## src/rtl/temp_alarm_if.sv

```systemverilog
// Bus between the temperature conversion stage / system controller and temp_alarm_monitor.
// master drives samples, thresholds and clears; slave returns alarm state and peak temperature.
interface temp_alarm_if;
  logic [7:0] temp_in;
  logic       temp_valid;
  logic [7:0] warn_th;
  logic [7:0] crit_th;
  logic       max_clr;
  logic [1:0] state;
  logic       warn;
  logic       crit;
  logic       alarm_irq;
  logic [7:0] temp_max;

  modport master (
    output temp_in, temp_valid, warn_th, crit_th, max_clr,
    input  state, warn, crit, alarm_irq, temp_max
  );
  modport slave (
    input  temp_in, temp_valid, warn_th, crit_th, max_clr,
    output state, warn, crit, alarm_irq, temp_max
  );
endinterface

```

## src/rtl/temp_alarm_monitor.sv

```systemverilog
// Debounced NORMAL/WARN/CRIT temperature alarm with release hysteresis and peak tracking.
// Optional TEMP_MON_AVG_EN classifies on a 4-sample moving average (2-cycle decision latency).
module temp_alarm_monitor #(
  parameter int PERSIST = 4,
  parameter int HYST    = 2,
  parameter int CNT_W   = 4
) (
  input logic         clk,
  input logic         rst,
  temp_alarm_if.slave bus
);
  typedef enum logic [1:0] {NORMAL = 2'd0, WARN = 2'd1, CRIT = 2'd2} state_e;

  state_e           r_state, w_state_nxt;
  logic [CNT_W-1:0] r_up_cnt, r_dn_cnt, w_up_nxt, w_dn_nxt;
  logic             r_irq, w_irq_nxt, r_warn, r_crit;
  logic [7:0]       r_max;
  logic [7:0]       w_t;
  logic             w_tv;

`ifdef TEMP_MON_AVG_EN
  // r_win holds the three previous samples; r_nsmp counts them up to 3.
  logic [2:0][7:0] r_win;
  logic [1:0]      r_nsmp;
  logic [7:0]      r_avg;
  logic            r_avg_vld;
  logic [9:0]      w_sum;

  assign w_sum = {2'b00, bus.temp_in} + {2'b00, r_win[0]} + {2'b00, r_win[1]} + {2'b00, r_win[2]};

  always_ff @(posedge clk) begin
    if (!rst) begin
      r_win     <= '0;
      r_nsmp    <= '0;
      r_avg     <= '0;
      r_avg_vld <= 1'b0;
    end else begin
      r_avg_vld <= bus.temp_valid && (r_nsmp == 2'd3);
      if (bus.temp_valid) begin
        r_win  <= {r_win[1:0], bus.temp_in};
        r_avg  <= w_sum[9:2];
        if (r_nsmp != 2'd3) r_nsmp <= r_nsmp + 2'd1;
      end
    end
  end

  assign w_t  = r_avg;
  assign w_tv = r_avg_vld;
`else
  assign w_t  = bus.temp_in;
  assign w_tv = bus.temp_valid;
`endif

  state_e     w_lvl;
  logic [7:0] w_thr;
  logic [8:0] w_rel;
  logic       w_up_q, w_dn_q;

  always_comb begin
    w_lvl = NORMAL;
    if (w_t >= bus.crit_th)      w_lvl = CRIT;
    else if (w_t >= bus.warn_th) w_lvl = WARN;
  end

  // Release needs thr > HYST; otherwise the saturated release point of 0 can never be undercut.
  assign w_thr  = (r_state == CRIT) ? bus.crit_th : bus.warn_th;
  assign w_rel  = {1'b0, w_thr} - 9'(HYST);
  assign w_up_q = (w_lvl > r_state);
  assign w_dn_q = (r_state != NORMAL) && ({1'b0, w_thr} > 9'(HYST)) && ({1'b0, w_t} < w_rel);

  always_comb begin
    w_state_nxt = r_state;
    w_up_nxt    = r_up_cnt;
    w_dn_nxt    = r_dn_cnt;
    w_irq_nxt   = 1'b0;
    if (w_tv) begin
      if (w_up_q) begin
        w_dn_nxt = '0;
        if (r_up_cnt >= CNT_W'(PERSIST - 1)) begin
          w_state_nxt = w_lvl;
          w_up_nxt    = '0;
          w_irq_nxt   = 1'b1;
        end else begin
          w_up_nxt = r_up_cnt + 1'b1;
        end
      end else if (w_dn_q) begin
        w_up_nxt = '0;
        if (r_dn_cnt >= CNT_W'(PERSIST - 1)) begin
          w_state_nxt = state_e'(r_state - 2'd1);
          w_dn_nxt    = '0;
        end else begin
          w_dn_nxt = r_dn_cnt + 1'b1;
        end
      end else begin
        w_up_nxt = '0;
        w_dn_nxt = '0;
      end
    end
  end

  always_ff @(posedge clk) begin
    if (!rst) begin
      r_state  <= NORMAL;
      r_up_cnt <= '0;
      r_dn_cnt <= '0;
      r_irq    <= 1'b0;
      r_warn   <= 1'b0;
      r_crit   <= 1'b0;
    end else begin
      r_state  <= w_state_nxt;
      r_up_cnt <= w_up_nxt;
      r_dn_cnt <= w_dn_nxt;
      r_irq    <= w_irq_nxt;
      r_warn   <= (w_state_nxt != NORMAL);
      r_crit   <= (w_state_nxt == CRIT);
    end
  end

  // Peak always follows raw samples, never the averaged compare value.
  always_ff @(posedge clk) begin
    if (!rst)                                        r_max <= '0;
    else if (bus.max_clr && bus.temp_valid)          r_max <= bus.temp_in;
    else if (bus.max_clr)                            r_max <= '0;
    else if (bus.temp_valid && bus.temp_in > r_max)  r_max <= bus.temp_in;
  end

  assign bus.state     = r_state;
  assign bus.warn      = r_warn;
  assign bus.crit      = r_crit;
  assign bus.alarm_irq = r_irq;
  assign bus.temp_max  = r_max;
endmodule

```

## src/flat_wrapper.sv

```systemverilog
// flat-port wrapper written by rule: the top's interface ports become plain ports
module temp_alarm_monitor_flat 
#(
  parameter int PERSIST = 4,
  parameter int HYST    = 2,
  parameter int CNT_W   = 4
)
  (clk, rst, bus_temp_in, bus_temp_valid, bus_warn_th, bus_crit_th, bus_max_clr, bus_state, bus_warn, bus_crit, bus_alarm_irq, bus_temp_max);
  temp_alarm_if bus_i ();
  input logic clk;
  input logic rst;
  input wire logic [$bits(bus_i.temp_in)-1:0] bus_temp_in;
  input wire logic [$bits(bus_i.temp_valid)-1:0] bus_temp_valid;
  input wire logic [$bits(bus_i.warn_th)-1:0] bus_warn_th;
  input wire logic [$bits(bus_i.crit_th)-1:0] bus_crit_th;
  input wire logic [$bits(bus_i.max_clr)-1:0] bus_max_clr;
  output wire logic [$bits(bus_i.state)-1:0] bus_state;
  output wire logic [$bits(bus_i.warn)-1:0] bus_warn;
  output wire logic [$bits(bus_i.crit)-1:0] bus_crit;
  output wire logic [$bits(bus_i.alarm_irq)-1:0] bus_alarm_irq;
  output wire logic [$bits(bus_i.temp_max)-1:0] bus_temp_max;
  assign bus_i.temp_in = bus_temp_in;
  assign bus_i.temp_valid = bus_temp_valid;
  assign bus_i.warn_th = bus_warn_th;
  assign bus_i.crit_th = bus_crit_th;
  assign bus_i.max_clr = bus_max_clr;
  assign bus_state = bus_i.state;
  assign bus_warn = bus_i.warn;
  assign bus_crit = bus_i.crit;
  assign bus_alarm_irq = bus_i.alarm_irq;
  assign bus_temp_max = bus_i.temp_max;
  temp_alarm_monitor #(.PERSIST(PERSIST), .HYST(HYST), .CNT_W(CNT_W)) u_core (.clk(clk), .rst(rst), .bus(bus_i));
endmodule
```

## config.mk

```make
export PLATFORM = sky130hd
export DESIGN_NAME = temp_alarm_monitor_flat
export DESIGN_NICKNAME = d
export VERILOG_FILES = /design/src/rtl/temp_alarm_if.sv /design/src/rtl/temp_alarm_monitor.sv /design/src/flat_wrapper.sv
export SDC_FILE = /design/constraint.sdc
export NUM_CORES = 1
export LEC_CHECK = 0
export BUFFER_PORTS_ARGS = -buffer_cell sky130_fd_sc_hd__buf_2
export CAP_MARGIN = 20
export CELL_PAD_IN_SITES_DETAIL_PLACEMENT = 1
export CELL_PAD_IN_SITES_GLOBAL_PLACEMENT = 2
export CORE_MARGIN = 2
export CORE_UTILIZATION = 35
export DETAILED_ROUTE_END_ITERATION = 6
export PLACE_DENSITY_LB_ADDON = 0.1
export SYNTH_ARGS = -nofsm -noshare
export SYNTH_HDL_FRONTEND = slang
export SYNTH_SLANG_ARGS = --single-unit
```

## constraint.sdc

```tcl
create_clock -name clk -period 5.6 [get_ports clk]
set_clock_uncertainty 0.15 [all_clocks]
set_input_delay 1.12 -clock clk [delete_from_list [all_inputs] [get_ports clk]]
set_output_delay 1.12 -clock clk [all_outputs]
set_load 0.01 [all_outputs]
```

==> metrics.yaml <==
required_ns: 5.65
ys_async_sr_fraction: 0
viasPerCell: 5.108
die_h_um: 79.58
synth_top_family_by_area: "adder cells"
cts-root-buf: "clkbuf_8"
drive_above_1_share: 0.1957
worst_slew_pin_slew_ns: 0.6752
cp-start-kind: "register"
power_frac_seq: 0.349
synth_xor_area_frac: 0.02628
synth_warnings: 0
clk_path_buf_depth: 2
critPathCaptureType: "register"
postCtsHoldBufs: 0
arrival_ns: 4.52
clkPwrFrac: 0.219
wl_per_cell_um: 14.80
period_share: 0.7981
hp-start: "u_core.r_up_cnt[2]"
r2r_start: "u_core.bus.state[0]"
critical_path.max_fanout: 16
grtUsageTotal: 0.1763
reg2reg_slack_ns: 1.13
p_int_mw: 0.2985
setup_viol: 0
cts.sinks: 21
antenna_found_initial: 0
hold_ws_ns: 0.3107
synth_seq_cells: 21
crit_type: "register to register"
regArea_um2: 420.4
synth_edf_count: 0
die_w_um: 79.58
drt_iter0_drc: 17
multiInputGateArea_mm2: 0.001451
path_clk_slew_ns: 0.09
power.total_mw: 0.4779
gp_congestion: 0.7889
nets: 349
max_freq_ghz: 0.2237
num_vias: 1803
wl_met3_um: 171
slew_violations: 0
synth_cells: 238
area_delta_synth_final_pct: 16.08
dpl_cell_area_mm2: 0.002267
routedLengthMet1_um: 2343
post-route-drc-count: 0
antenna_cells: 0
grt-ovfl-total: 0
highest_layer: "met4"
utilization: 0.4215
cap_viol_max_count: 0
grt_pass1_wl_um: 8859
final.fill_count: 706
h-tree-depth: 1
min_path_type: "register to register"
status: "completed"
synthSimpleGateAreaFrac: 0.1909
hpwlAfterDp_um: 4428
hold_viol: 0
clkLatencyLatePin_ns: 0.26
core_mm2: 0.005507
power_leakage_nw: 1.094
synth_mux_area_frac: 0.08824
r2r-end: "u_core.bus.crit"
min_path_cells: 1
fin_setup_tns_ns: 0
synth.distinct_cells: 49
die_area_mm2: 0.006333
final_area_mm2: 0.002321
final.min_clock_period_ns: 4.470
synth-adder-area-share: 0.2441
cts_setup_buffers: 0
rsz0062_at_grt: "false"
synth_seq_area_share: 0.2103
synth_area_mm2: 0.001999
wl_met2_um: 2672
drtAntennaViolNets: 0
pin_count: 41
grt_max_degree: 17
min_delay_worst_endpoint: "u_core.r_up_cnt[2]"
num_rows: 27
synth_ff_type: "dfxtp_1"
portBuffers: 40
synth_compound_gate_area_share: 0.1765
cts_buffers: 3
grt_pass1_vias: 1858
power.density_mw_per_mm2: 205.9
cts_tree: "built"
pwr-share-comb: 0.432
max_slew_margin: 0.5499
drt-pass1-iter-count: 4
syn-num-nets: 305
p_switching_mw: 0.1793
post_cts_resized: 0
r2r_cells: 14
start_util: 0.3631
netSwitchingFraction: 0.3753
syn_area_per_cell_um2: 8.401
wl_um: 5225
vdd_drop_max_uv: 112.4
## worst max path at each step
stage,start,end,slack [ns],depth (start not counted)
final,u_core.bus.state[0],u_core.bus.crit,1.13,14
after global routing,u_core.bus.state[0],u_core.bus.crit,0.82,14
after CTS,u_core.bus.state[0],u_core.bus.crit,1.15,14
after detailed placement,bus_warn_th[3],u_core.bus.crit,1.18,13
after global placement,u_core.bus.state[0],u_core.bus.crit,1.20,14
after floorplan,bus_warn_th[3],u_core.bus.crit,1.74,12
## placed cells by master (no fill, tap or decap), types with 3 or more instances in the layout
master,instances
o21ai_0,15
and2_1,4
nand2_1,14
inv_1,27
o21ai_1,3
nor2_1,22
nor3b_1,3
xnor2_1,5
o21a_1,3
a21oi_1,11
dfxtp_1,21
nor2b_1,7
mux2i_1,12
nor3_1,5
clkbuf_8,3
or3_1,3
ha_1,39
buf_2,41
o22ai_1,3
or4_1,3
## synth_stat cells, types with 2 or more instances
cell type | n | share of area
a21oi_1 | 11 | 0.028
buf_6 | 2 | 0.011
nor2b_1 | 7 | 0.022
dfxtp_1 | 21 | 0.21
ha_1 | 39 | 0.24
nor3_1 | 5 | 0.013
a21o_1 | 2 | 0.0075
and2_1 | 4 | 0.013
or4_1 | 3 | 0.011
nor2_1 | 22 | 0.041
and4_1 | 2 | 0.0088
o21a_1 | 3 | 0.011
o21ai_1 | 3 | 0.0075
nand3_1 | 2 | 0.0050
a211oi_1 | 2 | 0.0075
mux2i_4 | 2 | 0.023
or3_1 | 3 | 0.0094
nand2_1 | 14 | 0.026
inv_1 | 27 | 0.051
nor3b_1 | 3 | 0.011
a21boi_0 | 2 | 0.0075
o21ai_0 | 15 | 0.038
o22ai_1 | 3 | 0.0094
mux2i_1 | 12 | 0.060
xnor2_1 | 5 | 0.022
## cell families (layout without fill, tap and decap cells)
group                    after synthesis  in the layout
XOR/XNOR                               6              6
AND/OR/NAND/NOR                       73             73
multiplexers                          15             15
flip-flops                            21             21
buffers and inverters                 30             73
adder cells (fa/ha/maj)               39             39
AO/OA/AOI/OAI                         54             54
## critical path, cell delays in order, from the launching register on
cell	delay, ns
dfxtp_1	0.38
inv_1	0.16
ha_1	0.61
mux2i_4	0.39
o211ai_2	0.18
or3_1	0.34
nand3_1	0.09
o21ai_0	0.12
ha_1	0.33
and4_1	0.19
o21ai_1	0.12
a311oi_2	0.20
or4_1	0.56
a311o_1	0.42
a21oi_1	0.16
## layout make-up
class | instances | area share
Clock buffer | 3 | 0.01779
Clock inverter | 1 | 0.003234
Inverter | 28 | 0.04528
Multi-Input combinational cell | 187 | 0.6253
Sequential cell | 21 | 0.1811
Tap cell | 72 | 0.03881
Timing Repair Buffer | 41 | 0.08841
## registers in the layout, summed over array words and instances (netlist names)
signal,count
u_core.bus.temp_max,8
u_core.bus.alarm_irq,1
u_core.bus.crit,1
u_core.r_up_cnt,4
u_core.r_dn_cnt,4
u_core.bus.warn,1
u_core.bus.state,2
## power by group through the flow
stage          clock [mW]  combinational (mW)  sequential, mW
2_1_floorplan           0               0.145           0.173
5_1_grt             0.114               0.236           0.168
4_1_cts             0.111               0.209           0.167
3_3_place_gp            0               0.206           0.170
3_5_place_dp            0               0.207           0.170
6_report            0.105               0.206           0.167
## through the flow
stage,cells,setup slack [ns]
5_1_grt,353,0.8177
3_5_place_dp,348,1.179
2_1_floorplan,238,1.738
6_report,353,1.130
4_1_cts,352,1.148
3_3_place_gp,348,1.195
## layer usage
layer / up-vias / GRT usage
met2: 31 / 0.3336
li1: 927 / -
met1: 841 / 0.2131
met3: 4 / 0.02149
met5: - / 0
met4: 0 / 0.03103
No activity file was read; power rests on OpenSTA's default activity.
